==> src/rtl/mem_access_ctrl.sv <==
// Host-side access controller for the bitcell array: one request at a time,
// sequenced as SETUP -> STROBE -> HOLD so data and rw frame every row select.
module mem_access_ctrl #(
  parameter int WORDS         = 8,
  parameter int DATA_W        = 8,
  parameter int ADDR_W        = 3,
  parameter int STROBE_CYCLES = 1
) (
  input  logic              clk,
  input  logic              rst_n,
  input  logic              req_valid,
  output logic              req_ready,
  input  logic              req_we,
  input  logic [ADDR_W-1:0] req_addr,
  input  logic [DATA_W-1:0] req_wdata,
  output logic              rsp_valid,
  input  logic              rsp_ready,
  output logic [DATA_W-1:0] rsp_rdata,
  output logic              rsp_err,
  output logic [WORDS-1:0]  mem_sel,
  output logic              mem_rw,
  output logic [DATA_W-1:0] mem_wdata,
  input  logic [DATA_W-1:0] mem_rdata
);

  typedef enum logic [2:0] {
    S_IDLE,
    S_SETUP,
    S_STROBE,
    S_HOLD,
    S_RESP
  } state_e;

  localparam int                CNT_W       = 4;
  localparam logic [CNT_W-1:0]  STROBE_LAST = CNT_W'(STROBE_CYCLES - 1);
  localparam logic [ADDR_W:0]   WORDS_L     = (ADDR_W + 1)'(WORDS);

  state_e              state_q, state_d;
  logic                we_q, we_d;
  logic [ADDR_W-1:0]   addr_q, addr_d;
  logic [CNT_W-1:0]    cnt_q, cnt_d;
  logic [WORDS-1:0]    sel_q, sel_d;
  logic                rw_q, rw_d;
  logic [DATA_W-1:0]   wdata_q, wdata_d;
  logic                rsp_valid_q, rsp_valid_d;
  logic [DATA_W-1:0]   rdata_q, rdata_d;
  logic                err_q, err_d;

  logic                in_range;
  logic [WORDS-1:0]    addr_onehot;

  assign in_range = ({1'b0, addr_q} < WORDS_L);

  always_comb begin
    addr_onehot = '0;
    for (int i = 0; i < WORDS; i++) begin
      if ({1'b0, addr_q} == (ADDR_W + 1)'(i)) addr_onehot[i] = 1'b1;
    end
  end

  // req_ready is the only combinational output; it must read low throughout reset.
  assign req_ready = (state_q == S_IDLE) && rst_n;

  always_comb begin
    // NOTE: every next-state signal defaults to its current value first, so no path leaves one unassigned and no latch is inferred.
    state_d     = state_q;
    we_d        = we_q;
    addr_d      = addr_q;
    cnt_d       = cnt_q;
    sel_d       = sel_q;
    rw_d        = rw_q;
    wdata_d     = wdata_q;
    rsp_valid_d = rsp_valid_q;
    rdata_d     = rdata_q;
    err_d       = err_q;

    case (state_q)
      S_IDLE: begin
        if (req_valid && req_ready) begin
          state_d = S_SETUP;
          we_d    = req_we;
          addr_d  = req_addr;
          wdata_d = req_wdata;
          rw_d    = req_we;
        end
      end
      S_SETUP: begin
        err_d = !in_range;
        if (in_range) begin
          state_d = S_STROBE;
          sel_d   = addr_onehot;
          cnt_d   = STROBE_LAST;
        end else begin
          state_d     = S_RESP;
          rw_d        = 1'b0;
          rdata_d     = '0;
          rsp_valid_d = 1'b1;
        end
      end
      S_STROBE: begin
        if (cnt_q == '0) begin
          // Capture on the edge that ends the last strobe cycle, while the row still drives the bus.
          state_d = S_HOLD;
          sel_d   = '0;
          rdata_d = we_q ? '0 : mem_rdata;
        end else begin
          cnt_d = cnt_q - 1'b1;
        end
      end
      S_HOLD: begin
        state_d     = S_RESP;
        rw_d        = 1'b0;
        rsp_valid_d = 1'b1;
      end
      S_RESP: begin
        if (rsp_ready) begin
          state_d     = S_IDLE;
          rsp_valid_d = 1'b0;
        end
      end
      default: state_d = S_IDLE;
    endcase
  end

  // NOTE: sequential state uses non-blocking assignments so every register samples pre-edge values.
  always_ff @(posedge clk or negedge rst_n) begin
    if (!rst_n) begin
      state_q     <= S_IDLE;
      we_q        <= 1'b0;
      addr_q      <= '0;
      cnt_q       <= '0;
      sel_q       <= '0;
      rw_q        <= 1'b0;
      wdata_q     <= '0;
      rsp_valid_q <= 1'b0;
      rdata_q     <= '0;
      err_q       <= 1'b0;
    end else begin
      state_q     <= state_d;
      we_q        <= we_d;
      addr_q      <= addr_d;
      cnt_q       <= cnt_d;
      sel_q       <= sel_d;
      rw_q        <= rw_d;
      wdata_q     <= wdata_d;
      rsp_valid_q <= rsp_valid_d;
      rdata_q     <= rdata_d;
      err_q       <= err_d;
    end
  end

  assign mem_sel   = sel_q;
  assign mem_rw    = rw_q;
  assign mem_wdata = wdata_q;
  assign rsp_valid = rsp_valid_q;
  assign rsp_rdata = rdata_q;
  assign rsp_err   = err_q;

endmodule

==> config.mk <==
export PLATFORM = sky130hd
export DESIGN_NAME = mem_access_ctrl
export DESIGN_NICKNAME = d
export VERILOG_FILES = /design/src/rtl/mem_access_ctrl.sv
export SDC_FILE = /design/constraint.sdc
export NUM_CORES = 1
export LEC_CHECK = 0
export ABC_AREA = 1
export BUFFER_PORTS_ARGS = -buffer_cell sky130_fd_sc_hd__buf_4
export CAP_MARGIN = 20
export CORE_MARGIN = 2
export CORE_UTILIZATION = 45
export DETAILED_ROUTE_END_ITERATION = 7
export PLACE_DENSITY = 0.76
export SLEW_MARGIN = 10
export SYNTH_ARGS = -nofsm -noshare
export SYNTH_HDL_FRONTEND = slang
export SYNTH_SLANG_ARGS = --single-unit
export TNS_END_PERCENT = 50
==> constraint.sdc <==
create_clock -name clk -period 1.32 [get_ports clk]
set_clock_uncertainty 0.1 [all_clocks]
set_input_delay 0.264 -clock clk [delete_from_list [all_inputs] [get_ports clk]]
set_output_delay 0.264 -clock clk [all_outputs]
set_load 0.02 [all_outputs]
### Word level (Yosys, flattened, before mapping)

Cells that the tools add are included.

* output and inout port bits: 28
* ROM bits: 0
* bits in latches: 0
* memory bits (writable): 0
* memories kept: 0
* register bits after elaboration: 37
* input bits: 24
* logic and storage cells: 61

* multipliers: 0
* div/mod/pow operators: 0
* equality and inequality tests: 15
* shift-type cells: 0
* add/sub/neg operators: 1
* bitwise operators: 0
* magnitude comparators: 0
* multiplexer cells: 21
* reduce and logical (&&, ||, !) cells: 15

Operators by type and width (count)
* 8-bit two-way mux: 2
* 8-bit case mux with 2 select lines: 1
* 3-bit == test, second input constant: 5
* 3-bit case mux with 5 select lines: 1
* 3-bit by 2-bit == test with 1-bit output, second input constant: 4
* 2-bit AND reduction: 6
* 1-bit two-way mux: 10
* 3-bit two-way mux: 3
* 4-bit case mux with 2 select lines: 1
* 3-bit by 1-bit == test with 1-bit output, second input constant: 2
* 3-bit logical NOT: 2
* 2-bit inequality test, second input constant: 3
* 2-bit nonzero test: 3
* 4-bit logical NOT: 1
* 4-bit two-way mux: 1
* 1-bit case mux with 2 select lines: 2
* 4-bit by 1-bit subtractor with 4-bit output, second input constant: 1
* 3-bit AND reduction: 1
* 1-bit logical AND: 2
* 2-bit by 1-bit inequality test with 1-bit output, second input constant: 1

### Longest topological paths before layout

Gate-level depths: netlist of run 1.

* depth in word-level cells: 5
* depth in mapped cells: 8
* mapped depth without buffers: 8

### Worst setup path after synthesis of run 1

Ideal clock, no wire load.

* path type: register -> register
* start: register cnt_q[0]
* end: register rdata_q[3], in the netlist rsp_rdata[3]
* setup time: 0.118 ns
* cell stages (with the launch flop): 9
* setup slack: -0.030 ns
* data arrival time: 1.132 ns
* path buffers: 1
* clock period less this slack: 1.350 ns
* required time: 1.102 ns
* cell sequence: dfrtp_1 > inv_1 > ha_1 > nand3_1 > inv_1 > nand2_4 > buf_6 > nand2_1 > o21ai_2

* word-level cells in the longest chain between the ends: 2

RTL lines
* from (decl): RTL line 41 `logic [CNT_W-1:0] cnt_q, cnt_d;`
* from (signal assigned): RTL line 142 `cnt_q <= cnt_d;`
* 4-bit logical NOT: RTL line 101 `if (cnt_q == '0) begin`
* 2-bit AND reduction (no line)
* to (signal assigned): RTL line 147 `rdata_q <= rdata_d;`
* to (decl): RTL line 46 `logic [DATA_W-1:0] rdata_q, rdata_d;`

Every way passes these cells.
A chain may end at the register's enable or synchronous reset.

### Final worst setup path of run 1

* start: register state_q[2]
* end: output req_ready

* word-level cells in the longest chain between the ends: 2

RTL lines
* from (decl): RTL line 38 `state_e state_q, state_d;`
* from (signal assigned): RTL line 139 `state_q <= state_d;`
* 3-bit logical NOT: RTL line 62 `assign req_ready = (state_q == S_IDLE) && rst_n;`
* 1-bit logical AND: RTL line 62
* to (decl): RTL line 12 `output logic req_ready,`

Every way passes these cells.

==> results of run 1 <==
==> worst max-delay path, stage by stage (launching register included) <==
cell,delay [ns]
dfrtp_1,0.43
nor2_4,0.12
nand2_2,0.06
nor2_1,0.08
buf_4,0.14
==> stage by stage <==
stage | setup TNS, ns | hold slack (ns)
after floorplan | 0 | -0.132
after global placement | 0 | -0.0134
after detailed placement | -0.169 | -0.0142
after CTS | -2.37 | -0.334
after global routing | -4.16 | -0.334
final | -1.84 | -0.330
==> cells by family after synthesis <==
kind of cell	count (synthesis)	synth area share [%]
buffers and inverters	22	7.08
xor gates and xnor gates	1	0.511
adders and majority gates	2	1.46
AOI/OAI and AO/OA	17	6.72
and+or+nand+nor	118	29.9
DFF	37	54.1
other	1	0.219
==> timing repair <==
item	in CTS	in global routing
gates resized for setup	4	5
pin swaps	1	1
buffers inserted	1	2
setup endpoints to repair	17	35
gates cloned	0	1
hold endpoints to repair	35	4
==> worst paths after layout <==
| kind | to | slack (ns) | from | depth (start not counted) |
|---|---|---|---|---|
| max | req_ready | -0.17 | state_q[2] | 4 |
| min | mem_wdata[1] | -0.33 | rst_n | 1 |
| max reg2reg | rsp_rdata[6] | -0.10 | state_q[2] | 8 |
| min reg2reg | mem_wdata[7] | 0.38 | mem_wdata[7] | 2 |
| max in group asynchronous | mem_sel[4] | 0.84 | rst_n | 2 |
| min in group clk | mem_wdata[4] | 0.05 | req_wdata[4] | 3 |
==> layer usage <==
layer / track usage, % / part of all wire [%] / wire (um)
met1: 25.4 / 46 / 1630
met2: 30.1 / 45 / 1600
met3: 6.16 / 6.9 / 243
met4: 7.03 / 1.4 / 51
met5: 0 / 0 / 0
==> registers in the layout, summed over array words and instances, names as in the netlist <==
register   count
we_q           1
rsp_valid      1
rsp_rdata      8
mem_rw         1
addr_q         3
mem_wdata      8
state_q        3
mem_sel        8
cnt_q          4
==> layout make-up <==
class	count	area share (%)
clock buffers	6	3.46
clock inverters	2	1.57
inverters	17	3.10
multi-input cells	139	28.8
flip-flops and latches	37	38.8
well taps	48	2.52
repair buffers	64	21.4
repair inverters	1	0.367
==> power by group through the flow <==
stage	sequential (W)	clock, W	combinational, W
final	0.00188	0.00102	0.00302
after detailed placement	0.00188	0	0.00285
after floorplan	0.00223	0	0.00148
after global routing	0.00194	0.00109	0.00338
after CTS	0.00188	0.00104	0.00294
after global placement	0.00189	0	0.00278
==> cells in the mapped netlist <==
| cell type | instances | area (um2) |
|---|---|---|
| a21oi_1 | 1 | 5.00 |
| buf_4 | 2 | 15.0 |
| buf_6 | 2 | 22.5 |
| buf_8 | 1 | 15.0 |
| clkinv_1 | 1 | 3.75 |
| conb_1 | 1 | 3.75 |
| dfrtp_1 | 37 | 926 |
| ha_1 | 2 | 25.0 |
| inv_1 | 13 | 48.8 |
| inv_2 | 1 | 3.75 |
| inv_4 | 2 | 12.5 |
| nand2_1 | 81 | 304 |
| nand2_2 | 2 | 12.5 |
| nand2_4 | 2 | 22.5 |
| nand3_1 | 17 | 85.1 |
| nand4_1 | 1 | 6.26 |
| nand4_4 | 1 | 21.3 |
| nor2_1 | 12 | 45.0 |
| nor2_4 | 1 | 11.3 |
| nor3_1 | 1 | 5.00 |
| o21ai_0 | 5 | 25.0 |
| o21ai_1 | 3 | 15.0 |
| o21ai_2 | 8 | 70.1 |
| xnor2_1 | 1 | 8.76 |
==> qor.csv, run 1 <==
metric,value,unit
1st-iter DRT viols,35,
largest net degree at the start of global routing,34,
Cell Pwr Density,2480,nW/um2
num rows,22,
"Cell Count, Final, Fillers Out",314,
Lkg Pwr,1.32,nW
CTS Root Cell,clkbuf_8,
Die ar.,4320,um2
layout cells sized above 1,36.1,%
Nets,291,
status,"complete, but fails checks",
max-slew violation count,0,
CTS tree,done,
Post-DP Area,2200,um2
placed insts,302,
largest fanout on the critical path,4,
Routed WL,3.53,mm
P_sw,0.00245,W
sequential power share,31.7,%
Synth Net Count,224,
clk_lat worst skew,0.30,ns
register area,926,um2
maxcap violations,0,
number of global-route vias before repair,1449,
Max Clock Freq,670,MHz
Worst Setup End Kind,output pin,
"Period Utilization, post-route",113,%
H-tree depth,2,
Syn Area/Cell,8.65,um2
failing checks,"negative hold slack, negative setup slack",
most frequent cells in the layout,"nand2_1, buf_4, dfrtp_1",
DRT Pass-1 Iters,4,
post-layout util,65.1,%
Clock Sink Count,37,
Hold WC Path Type,in2async,
clk buf depth,2,
Synth Instances,198,
Switching Share,41.4,%
"most common cell after layout, fill and taps aside",nand2_1,
unrepaired setup endpoints after global routing,yes,
Die Wd,65.7,um
Netlist cell types,24,
crit path DAT,1.13,ns
post-route cell area,2380,um2
initial antenna violation count,0,
first-pass GRT wire length,6.28,mm
sequential share of the synthesized area,54.1,%
via/cell ratio,4.59,
n_diodes,0,
startpoint class of the critical path,flop,
Fill cells,298,
Inserted Clock Buffers,5,
VDD IR max,0.00162,V
core area,3660,um2
final worst setup slack,-0.172,ns
Routed WL per cell,11.2,um
post-route ant nets,0,
Seq cells post-synth,37,
Post-Syn Area,1710,um2
Hold Slack,-0.330,ns
buffers added on ports,50,
"CTS clk-pin slew, worst paths",0.07,ns
Die Y-Extent,65.7,um
required time of the critical path,0.96,ns
internal power,0.00347,W
Yosys warnings,0,
area of the multi-input gates,686,um2
Comb pwr share,51.0,%
setup violators final,23,
Total GRT Usage,19.3,%
I/O pin cnt,52,
CP Class,reg2out,
final critical-path required period,1.49,ns
Post-DP HPWL,2.48,mm
Placer Congestion,0.790,
total global routing overflow,0,
area delta synth->final,39.2,%
Initial Utilization,46.8,%
final hold violation count,37,
DR vias,1442,
dpl ws,-0.0307,ns
clock share of power,17.3,%
Overall Power,0.00592,W
drt drc,0,
(Power assumes the default switching activity.)
==> run 2: changes to the inputs <==
--- a/config.mk
+++ b/config.mk
@@ -9,9 +9,10 @@
 export BUFFER_PORTS_ARGS = -buffer_cell sky130_fd_sc_hd__buf_4
 export CAP_MARGIN = 20
 export CORE_MARGIN = 2
-export CORE_UTILIZATION = 45
+export CORE_UTILIZATION = 48
+export CTS_BUF_LIST = sky130_fd_sc_hd__clkbuf_8
 export DETAILED_ROUTE_END_ITERATION = 7
-export PLACE_DENSITY = 0.76
+export PLACE_DENSITY = 0.8
 export SLEW_MARGIN = 10
 export SYNTH_ARGS = -nofsm -noshare
 export SYNTH_HDL_FRONTEND = slang
==> run 2 against run 1 <==
  * The flow finishes with violations (negative setup slack)
  * Utilization increased by 5.3 points
  * Critical path depth unchanged
  * Total power decreased by 3.3%
  * Clock power decreased by 26%
  * Clock-buffer cell count unchanged
  * Via count increased by 4.6%
  * Sequential share of layout area decreased by 0.061 points
  * Maximum frequency increased by 0.52%
  * Critical endpoint unchanged
  * Largest power group unchanged
  * Highest routed layer unchanged
==> qor.csv, run 2 (synthesis gave the netlist of run 1 again) <==
metric,value,unit,change
status,"complete, but fails checks",,
failing checks,negative setup slack,,
final critical-path required period,1.48,ns,-0.00773 ns
drt drc,0,,unchanged
"CTS clk-pin slew, worst paths",0.06,ns,about the same
H-tree depth,2,,unchanged
maxcap violations,0,,unchanged
Hold Crit Start,req_wdata[0],,
Routed WL per cell,11.7,um,+3.9%
Routed WL,3.69,mm,+4.5%
Post-DP HPWL,2.71,mm,+9.2%
startpoint class of the critical path,flop,,
clk buf depth,2,,unchanged
post-route ant nets,0,,unchanged
total global routing overflow,0,,unchanged
Initial Utilization,50.5,%,+3.7 points
Worst Setup End Kind,output pin,,
Cell Pwr Density,2400,nW/um2,-3.4%
final hold violation count,0,,-100%
crit path DAT,1.12,ns,about the same
initial antenna violation count,0,,unchanged
area of the multi-input gates,696,um2,+1.5%
largest net degree at the start of global routing,21,,-38%
DR vias,1508,,+4.6%
Total GRT Usage,19.9,%,+0.53 points
Lkg Pwr,1.33,nW,+1.3%
Die Wd,63.7,um,-3.0%
post-layout util,70.4,%,+5.3 points
CP Class,reg2out,,
Max Clock Freq,674,MHz,+0.52%
layout cells sized above 1,36.7,%,+0.58 points
1st-iter DRT viols,55,,+57%
worst r2r src,state_q[0],,
via/cell ratio,4.77,,+3.9%
I/O pin cnt,52,,unchanged
"most common cell after layout, fill and taps aside",nand2_1,,
Inserted Clock Buffers,5,,unchanged
Post-DP Area,2220,um2,+0.68%
Nets,296,,+1.7%
Die ar.,4060,um2,-5.9%
largest fanout on the critical path,2,,-2
Overall Power,0.00573,W,-3.3%
num rows,21,,-4.5%
"Cell Count, Final, Fillers Out",316,,+0.64%
number of global-route vias before repair,1388,,-4.2%
first-pass GRT wire length,6.14,mm,-2.2%
CTS tree,done,,
VDD IR max,0.00119,V,-27%
Setup crit start,state_q[0],,
Worst path max stage delay,0.41,ns,-0.02 ns
Die Y-Extent,63.7,um,-3.0%
"Period Utilization, post-route",112,%,-0.59 points
final worst setup slack,-0.164,ns,+0.00773 ns
max-slew violation count,0,,unchanged
area delta synth->final,39.4,%,
required time of the critical path,0.96,ns,about the same
setup violators final,20,,-13%
most frequent cells in the layout,"nand2_1, buf_4, dfrtp_1",,
Clock Sink Count,37,,unchanged
Worst path slowest cell,dfrtp_1,,
core area,3390,um2,-7.4%
clk_lat worst skew,0.28,ns,-0.02 ns
placed insts,304,,+0.66%
Fill cells,252,,-15%
Placer Congestion,0.857,,+8.5%
buffers added on ports,50,,unchanged
Hold WC Path Type,in2reg,,
register area,926,um2,unchanged
CTS Root Cell,clkbuf_8,,
post-route cell area,2390,um2,+0.16%
CP Cell Sequence,nor2_4 > nand2_2 > nor2_2 > buf_6,,
DRT Pass-1 Iters,4,,unchanged
n_diodes,0,,unchanged
unrepaired setup endpoints after global routing,yes,,
-- run 2: final cells by class --
| class | instances | area share [%] |
|---|---|---|
| clock inverters | 1 | 0.157 |
| well taps | 46 | 2.41 |
| clock buffers | 6 | 3.46 |
| repair buffers | 70 | 23.2 |
| inverters | 17 | 2.88 |
| multi-input cells | 139 | 29.1 |
| flip-flops and latches | 37 | 38.8 |
-- run 2: timing repair --
action / CTS / global route
pin swaps: 1 / 1
endpoints found under the hold margin: 37 / 4
gates resized for setup: 5 / 7
setup endpoints to repair: 21 / 36
buffers inserted: 3 / 0
hold buffers: 1 / 1
-- run 2: per-layer routing --
layer	global-route usage (%)	vias to the layer above	routed length [um]
met5	0	-	0
met4	10.6	0	80
met3	3.87	7	169
met2	32.5	47	1860
met1	24.9	691	1580
li1	-	763	-
-- run 2: report_power, final --
| part | switching, W | internal [W] |
|---|---|---|
| clock | 0.000351 | 0.000406 |
| combinational | 0.00181 | 0.00129 |
| sequential | 0.000282 | 0.00159 |
-- run 2: path summary, 6_finish.rpt --
check                          endpoint  slack, ns  cells after the start
setup / recovery              req_ready      -0.16                      4
hold / removal             mem_wdata[0]       0.07                      3
setup reg to reg             mem_sel[0]      -0.12                      8
max in group asynchronous  mem_wdata[5]       0.34                      3
min in group asynchronous    state_q[0]       0.13                      3
hold reg to reg            mem_wdata[6]       0.38                      2
-- run 2: critical path: cells and delay by family, from the launching register on --
family                 cells  cell delay (ns)
DFF                        1             0.41
and+or+nand+nor            3             0.30
buffers and inverters      1             0.12
-- run 2: metrics by stage --
| step | TNS [ns] | hold slack (ns) | setup slack, ns |
|---|---|---|---|
| 5_1_grt | -4.09 | 0.0751 | -0.232 |
| 4_1_cts | -1.25 | 0.0656 | -0.152 |
| 2_1_floorplan | 0 | -0.132 | 0.00327 |
| 3_5_place_dp | -0.805 | -0.00319 | -0.0620 |
| 3_3_place_gp | 0 | -0.00303 | 0.0206 |
| 6_report | -1.80 | 0.0720 | -0.164 |
==> run 3: changes to the inputs <==
--- a/config.mk
+++ b/config.mk
@@ -9,10 +9,10 @@
 export BUFFER_PORTS_ARGS = -buffer_cell sky130_fd_sc_hd__buf_4
 export CAP_MARGIN = 20
 export CORE_MARGIN = 2
-export CORE_UTILIZATION = 48
+export CORE_UTILIZATION = 25
 export CTS_BUF_LIST = sky130_fd_sc_hd__clkbuf_8
 export DETAILED_ROUTE_END_ITERATION = 7
-export PLACE_DENSITY = 0.8
+export PLACE_DENSITY = 0.48
 export SLEW_MARGIN = 10
 export SYNTH_ARGS = -nofsm -noshare
 export SYNTH_HDL_FRONTEND = slang
==> run 3 against run 2 <==
  * The run still ends with negative setup slack left
  * Worst hold slack worse by 0.0098 ns
  * Global-route usage is 8.9 points lower
  * Register-to-register slack worse by 0.04 ns
  * Critical path type unchanged
  * Largest power group unchanged
  * Highest routed layer unchanged
==> qor.csv, run 3 (synthesis gave the netlist of run 1 again) <==
metric,value,unit,change
status,"complete, but fails checks",,
failing checks,negative setup slack,,
core area,6720,um2,+98%
Die ar.,7530,um2,+85%
post-route cell area,2580,um2,+8.2%
Fill cells,679,,+170%
clk buf depth,2,,unchanged
final critical-path required period,1.51,ns,+0.0234 ns
reg2reg setup slack,-0.16,ns,-0.04 ns
first-pass GRT wire length,6.45,mm,+5.0%
Worst Setup End Kind,output pin,,
Overall Power,0.00641,W,+12%
crit-path leading delay family,flip-flops,,
1st-iter DRT viols,50,,-9.1%
worst setup path endpoint,req_ready,,
reg2reg path depth,9,,+1
largest net degree at the start of global routing,27,,+29%
H-tree depth,2,,unchanged
Die Y-Extent,86.8,um,+36%
Routed WL per cell,11.3,um,-3.6%
Worst path slowest cell,dfrtp_2,,
final worst setup slack,-0.187,ns,-0.0234 ns
Post-DP Area,2280,um2,+2.7%
worst r2r src,state_q[2],,
Initial Utilization,25.5,%,-25 points
DR vias,1473,,-2.3%
Lkg Pwr,1.34,nW,+0.44%
Total GRT Usage,11.0,%,-8.9 points
dpl ws,-0.0397,ns,+0.0222 ns
Hold WC Path Type,in2reg,,
Post-DP HPWL,2.82,mm,+4.0%
I/O pin cnt,52,,unchanged
crit path DAT,1.14,ns,+0.02 ns
Routed WL,3.93,mm,+6.5%
CTS Root Cell,clkbuf_8,,
CTS tree,done,,
post-route ant nets,0,,unchanged
"Period Utilization, post-route",114,%,+1.8 points
total global routing overflow,0,,unchanged
unrepaired setup endpoints after global routing,yes,,
"most common cell after layout, fill and taps aside",nand2_1,,
Nets,294,,-0.68%
setup violators final,31,,+55%
layout cells sized above 1,42.4,%,+5.7 points
largest fanout on the critical path,3,,+1
Worst path max stage delay,0.44,ns,+0.03 ns
area delta synth->final,50.8,%,
Die Wd,86.8,um,+36%
Max Clock Freq,663,MHz,-1.5%
via/cell ratio,4.22,,-12%
Placer Congestion,0.761,,-11%
Inserted Clock Buffers,5,,unchanged
"CTS clk-pin slew, worst paths",0.08,ns,+0.02 ns
initial antenna violation count,0,,unchanged
VDD IR max,0.00108,V,-8.9%
clk_lat worst skew,0.29,ns,about the same
Clock Sink Count,37,,unchanged
number of global-route vias before repair,1426,,+2.7%
final hold violation count,0,,unchanged
crit path buf inv count,1,,unchanged
drt drc,0,,unchanged
total negative slack,-2.54,ns,-0.744 ns
CP Class,reg2out,,
maxcap violations,0,,unchanged
CP Cell Sequence,nor2_4 > nand2_2 > nor2_2 > buf_6,,
max-slew violation count,0,,unchanged
buffers added on ports,50,,unchanged
Setup crit start,state_q[2],,
worst reg2reg endpoint,mem_sel[6],,
DRT Pass-1 Iters,4,,unchanged
n_diodes,0,,unchanged
Critical Path Stages,4,,unchanged
num rows,30,,+43%
Cell Pwr Density,2480,nW/um2,+3.5%
most frequent cells in the layout,"nand2_1, buf_4, dfrtp_1",,
required time of the critical path,0.96,ns,about the same
startpoint class of the critical path,flop,,
[run 3: cell count changes in the layout (fill, tap and decap cells not counted), moves of 2 or more]
cell     before  now
buf_12        1    3
buf_4        65   59
nor2_2        1    3
inv_4         2    0
nor2_1       11    9
nand3_1      15   13
nand2_8       0    3
nand2_1      79   72
buf_6         2    4
nand2_2       3    8
nand3_2       1    3
[run 3: how the worst min path moves through the flow]
stage | start | endpoint | slack (ns) | depth (start not counted)
finish | req_wdata[2] | mem_wdata[2] | 0.06 | 3
global route | req_wdata[6] | mem_wdata[6] | 0.07 | 3
CTS | req_wdata[2] | mem_wdata[2] | 0.05 | 3
detailed placement | rst_n | state_q[2] | -0.01 | 1
global placement | rst_n | state_q[2] | -0.007 | 1
floorplan | rst_n | addr_q[0] | -0.13 | 0
[run 3: routing by layer]
layer	global-route usage, %	vias to the layer above	wire length, um
met4	3.41	0	14
li1	-	761	-
met2	17.2	42	1910
met3	3.33	2	241
met1	14.6	668	1770
met5	0	-	0
[run 3: stage by stage]
step	hold WS (ns)	cells	utilization, %
CTS	0.0500	347	36.1
global placement	-0.00702	337	33.9
finish	0.0622	349	38.5
detailed placement	-0.0107	337	33.9
floorplan	-0.132	198	-
global route	0.0670	349	38.5
[run 3: repair_timing]
action,in CTS,in global routing
gates cloned,0,1
setup endpoints to repair,19,35
resized for setup,3,33
pin swaps,1,4
hold buffers,1,0
endpoints found under the hold margin,37,0
setup buffers,1,1
[run 3: area by class of cell]
cell class / count / area [um2] / share of cell area, %
clock inverter: 2 / 37.5 / 1.45
sequential: 37 / 927 / 35.9
multi-input combinational: 139 / 772 / 29.9
inverter: 17 / 81.3 / 3.15
clock buffer: 6 / 82.6 / 3.20
tap: 80 / 100 / 3.87
timing repair buffer: 68 / 583 / 22.6
[run 3: worst min-delay path, stage by stage]
cell	delay [ns]
buf_4	0.08
nand2_1	0.04
nand2_1	0.04
[run 3: where the power goes]
part	internal [W]	total, W	switching, W
clock	0.000614	0.00102	0.000409
combinational	0.00153	0.00350	0.00197
sequential	0.00159	0.00189	0.000297
total	0.00374	0.00641	0.00267
